`src/rtl/btn_debounce.sv`:
```
// Push-button conditioner: 2-flop synchroniser, stability-count debouncer,
// registered level output with single-cycle rise and fall pulses.
module btn_debounce #(
    parameter int STABLE_CYCLES = 12000,
    parameter bit ACTIVE_LOW    = 1'b0,
    localparam int CNT_W        = $clog2(STABLE_CYCLES + 1)
) (
    input  logic clk,
    input  logic rst,
    input  logic btn_in,
    output logic level,
    output logic rise,
    output logic fall
);

    localparam logic [CNT_W-1:0] LAST = CNT_W'(STABLE_CYCLES - 1);

    generate
        if (STABLE_CYCLES < 1) begin : g_bad_param
            $error("btn_debounce: STABLE_CYCLES must be at least 1");
        end
    endgenerate

    logic             raw_l;
    logic             s1;
    logic             s2;
    logic [CNT_W-1:0] cnt;

    assign raw_l = btn_in ^ ACTIVE_LOW;

    // Any cycle where s2 agrees with level restarts the stability count.
    always_ff @(posedge clk) begin
        if (rst) begin
            s1    <= 1'b0;
            s2    <= 1'b0;
            cnt   <= '0;
            level <= 1'b0;
            rise  <= 1'b0;
            fall  <= 1'b0;
        end else begin
            s1   <= raw_l;
            s2   <= s1;
            rise <= 1'b0;
            fall <= 1'b0;
            if (s2 == level) begin
                cnt <= '0;
            end else if (cnt == LAST) begin
                level <= s2;
                cnt   <= '0;
                rise  <= s2;
                fall  <= ~s2;
            end else begin
                cnt <= cnt + CNT_W'(1);
            end
        end
    end

endmodule

```
`config.mk`:
```
export PLATFORM = sky130hd
export DESIGN_NAME = btn_debounce
export DESIGN_NICKNAME = d
export VERILOG_FILES = /design/src/rtl/btn_debounce.sv
export SDC_FILE = /design/constraint.sdc
export NUM_CORES = 1
export LEC_CHECK = 0
export ABC_AREA = 1
export BUFFER_PORTS_ARGS = -buffer_cell sky130_fd_sc_hd__clkbuf_2
export CORE_ASPECT_RATIO = 1.25
export CORE_UTILIZATION = 31
export DETAILED_ROUTE_END_ITERATION = 10
export PLACE_DENSITY = 0.45
export RECOVER_POWER = 50
export SYNTH_ARGS = -nofsm -noshare
export SYNTH_HDL_FRONTEND = slang
export SYNTH_SLANG_ARGS = --single-unit
```
`constraint.sdc`:
```
create_clock -name clk -period 1.9 [get_ports clk]
set_clock_uncertainty 0.15 [all_clocks]
set_input_delay 0 -clock clk [delete_from_list [all_inputs] [get_ports clk]]
set_output_delay 0 -clock clk [all_outputs]
set_load 0.05 [all_outputs]
```
==> metrics <==
status=complete, no violations; Final Hold Viols=0; min Tclk post-route=1590 ps; R2R Path End=cnt[9]; Via density=4.43; worst path arrival time=1640 ps; CP Class=reg2reg; vias in the first global route=666; WHS=262 ps; setup_tns=0 ps; yosys warns=0; Iteration-0 DRC Markers=12; layout cells sized above 1=7.81%; Mapped Nets=122; antenna cell count=0; synthesized area=862 µm²; gr usage total=11.7%; Yosys reg bits=19; syn_area_per_cell=7.31 µm²; startpoint class of the critical path=flop; hold path start=s1; R2R cell count=8; CTS sink cnt=19; top-area cell type share of the netlist area=44.1%; CP delay by family, top=simple AND/OR/NAND/NOR gates; fmax=629 MHz; Clock Latency Late Sink=300 ps; PD cells=655 nW/µm²; Synth area leaders=dfxtp_1 44%, nand2_1 12%, nor2_1 12%; DR pass1 iterations=4; most frequent cells after synthesis=28 x nand2_1, 27 x nor2_1, 19 x dfxtp_1, 10 x inv_1, 5 x nand2_2; clock root buffer=clkbuf_4; flop2flop setup slack=310 ps; clock tree buffer depth=2; die width=49.2 µm; WP buf/inv=1; grt ovf=0; P_leak=0.000305 µW; GPL Wtd Cong=0.716; Critical Path RT=1950 ps; CTS tree=built; Pwr Total=621 µW; # rows=21; CORE AREA=2650 µm²; Fill cells=300; routed len/inst=9.31 µm; drc violations=0; pin count of the biggest net entering global routing=14; clock slew at reported path FFs=110 ps; Final Non-Filler Cells=162; Vias=717; R2R Path Start=cnt[0]; initial core utilization=32.5%; Max IR drop VDD=0.373 mV; unrepaired setup endpoints after global routing=no; area grow syn2layout=10.0%; Ports=6; die area=3000 µm²; slowest CP cell=dfxtp_1; Hold Path Sink=s2; fraction of registers with async set/reset=0%; worst rel slew slack=61.0%; Nets=133; htree depth=1; I/O Buffers=5; worst hold path class=reg2reg; Crit. End Element=flop; hpwl dp=1170 µm; number of synthesized flops with an enable pin=0; Yosys top cell by area=dfxtp_1; Cells after DPL=156; post-synthesis sequential area ratio=44.1%; Num CTS Buffers=3; Final setup viols=0; Hold Path Depth=2; Post-DRT Antenna Nets=0; Post-Synthesis Cells=118; initial antenna violation count=0; Total Wirelength=1510 µm; Slew @ Worst Pin=587 ps; die height=61.0 µm; Max Transition Viols Final=0; Max FO, Critical Path=13; Yosys cell types=21; max cap viols=0; fin crit share=83.7%; CP Cell Sequence=ha_1 -> nand2_1 -> nor2_1 -> nand2_1 -> clkinv_1 -> nand2_2 -> nand2_2 -> nor2_1; Primary FF master, synth=dfxtp_1; count leader, synth=nand2_1; first-pass GRT wire length=2590 µm; Crit path largest cell delay=360 ps
-- layer usage --
layer / up-vias / part of all wire [%] / global-route usage (%) / routed length (µm)
li1: 388 / - / - / -
met1: 318 / 48 / 12.2 / 730
met2: 7 / 47 / 21.1 / 710
met3: 4 / 1.9 / 2.26 / 29
met4: 0 / 2.5 / 8.82 / 38
met5: - / 0 / 0 / 0
-- how the worst max path moves through the flow --
| stage | slack (ps) | to | startpoint | cells after the start |
|---|---|---|---|---|
| detailed placement | 380 | cnt[9] | cnt[0] | 8 |
| CTS | 360 | cnt[9] | cnt[0] | 8 |
| global route | 130 | cnt[8] | cnt[0] | 8 |
| global placement | 400 | cnt[12] | cnt[0] | 8 |
| finish | 310 | cnt[9] | cnt[0] | 8 |
| floorplan | 440 | cnt[6] | level | 5 |
-- worst register-to-register path: cells and delay by family (launching register included) --
kind / cells / cell delay (ps)
and+or+nand+nor: 6 / 720
buffers and inverters: 1 / 60
adders and majority gates: 1 / 190
DFF: 1 / 360
-- area by class of cell --
| class | count | area, µm² | share of cell area [%] |
|---|---|---|---|
| Timing Repair Buffer | 7 | 40.0 | 4.22 |
| Tap cell | 34 | 42.5 | 4.49 |
| Clock buffer | 4 | 26.3 | 2.77 |
| Multi-Input combinational cell | 87 | 418 | 44.1 |
| Inverter | 11 | 41.3 | 4.35 |
| Sequential cell | 19 | 380 | 40.1 |
-- registers in the layout, summed over array words and instances, names as in the netlist --
| register | flops |
|---|---|
| fall | 1 |
| s2 | 1 |
| cnt | 14 |
| s1 | 1 |
| level | 1 |
| rise | 1 |
-- power by group --
part           total (µW)  internal [µW]  switching, µW
clock                 205           81.8            123
combinational        14.2           6.46           7.78
sequential            402            401           1.33
total                 621            489            132
-- cells by family (layout without fill, tap and decap cells) --
| group | count (synthesis) | in the layout | synth area share [%] |
|---|---|---|---|
| AO/OA/AOI/OAI | 9 | 9 | 6.82 |
| flip-flops | 19 | 19 | 44.1 |
| XOR/XNOR | 3 | 3 | 3.05 |
| AND/OR/NAND/NOR | 74 | 74 | 38.5 |
| buffers and inverters | 12 | 22 | 6.10 |
| adder cells (fa/ha/maj) | 1 | 1 | 1.45 |
-- placed cells by master (no fill, tap or decap), drive strengths merged --
master / instances
o21bai: 3
nor3: 2
inv: 10
ha: 1
nand2: 33
xnor2: 2
nand3: 3
and3: 1
or2: 1
dfxtp: 19
nand3b: 2
clkbuf: 9
dlygate4sd3: 2
o21a: 1
clkinv: 1
xor2: 1
a21oi: 5
nor2: 29
nand4: 3
-- repair_timing --
action	4_1_cts	5_1_grt
hold buffers	2	0
gates resized for setup	0	0
hold endpoints to repair	5	0
buffers inserted	0	0
-- metrics by stage --
step,cell area (µm²),setup WS (ps),utilization [%]
final,948,310,35.7
after global routing,948,127,35.7
after CTS,965,358,36.4
after detailed placement,918,380,34.6
after global placement,918,399,34.6
after floorplan,862,445,-
(Power assumes the default switching activity.)
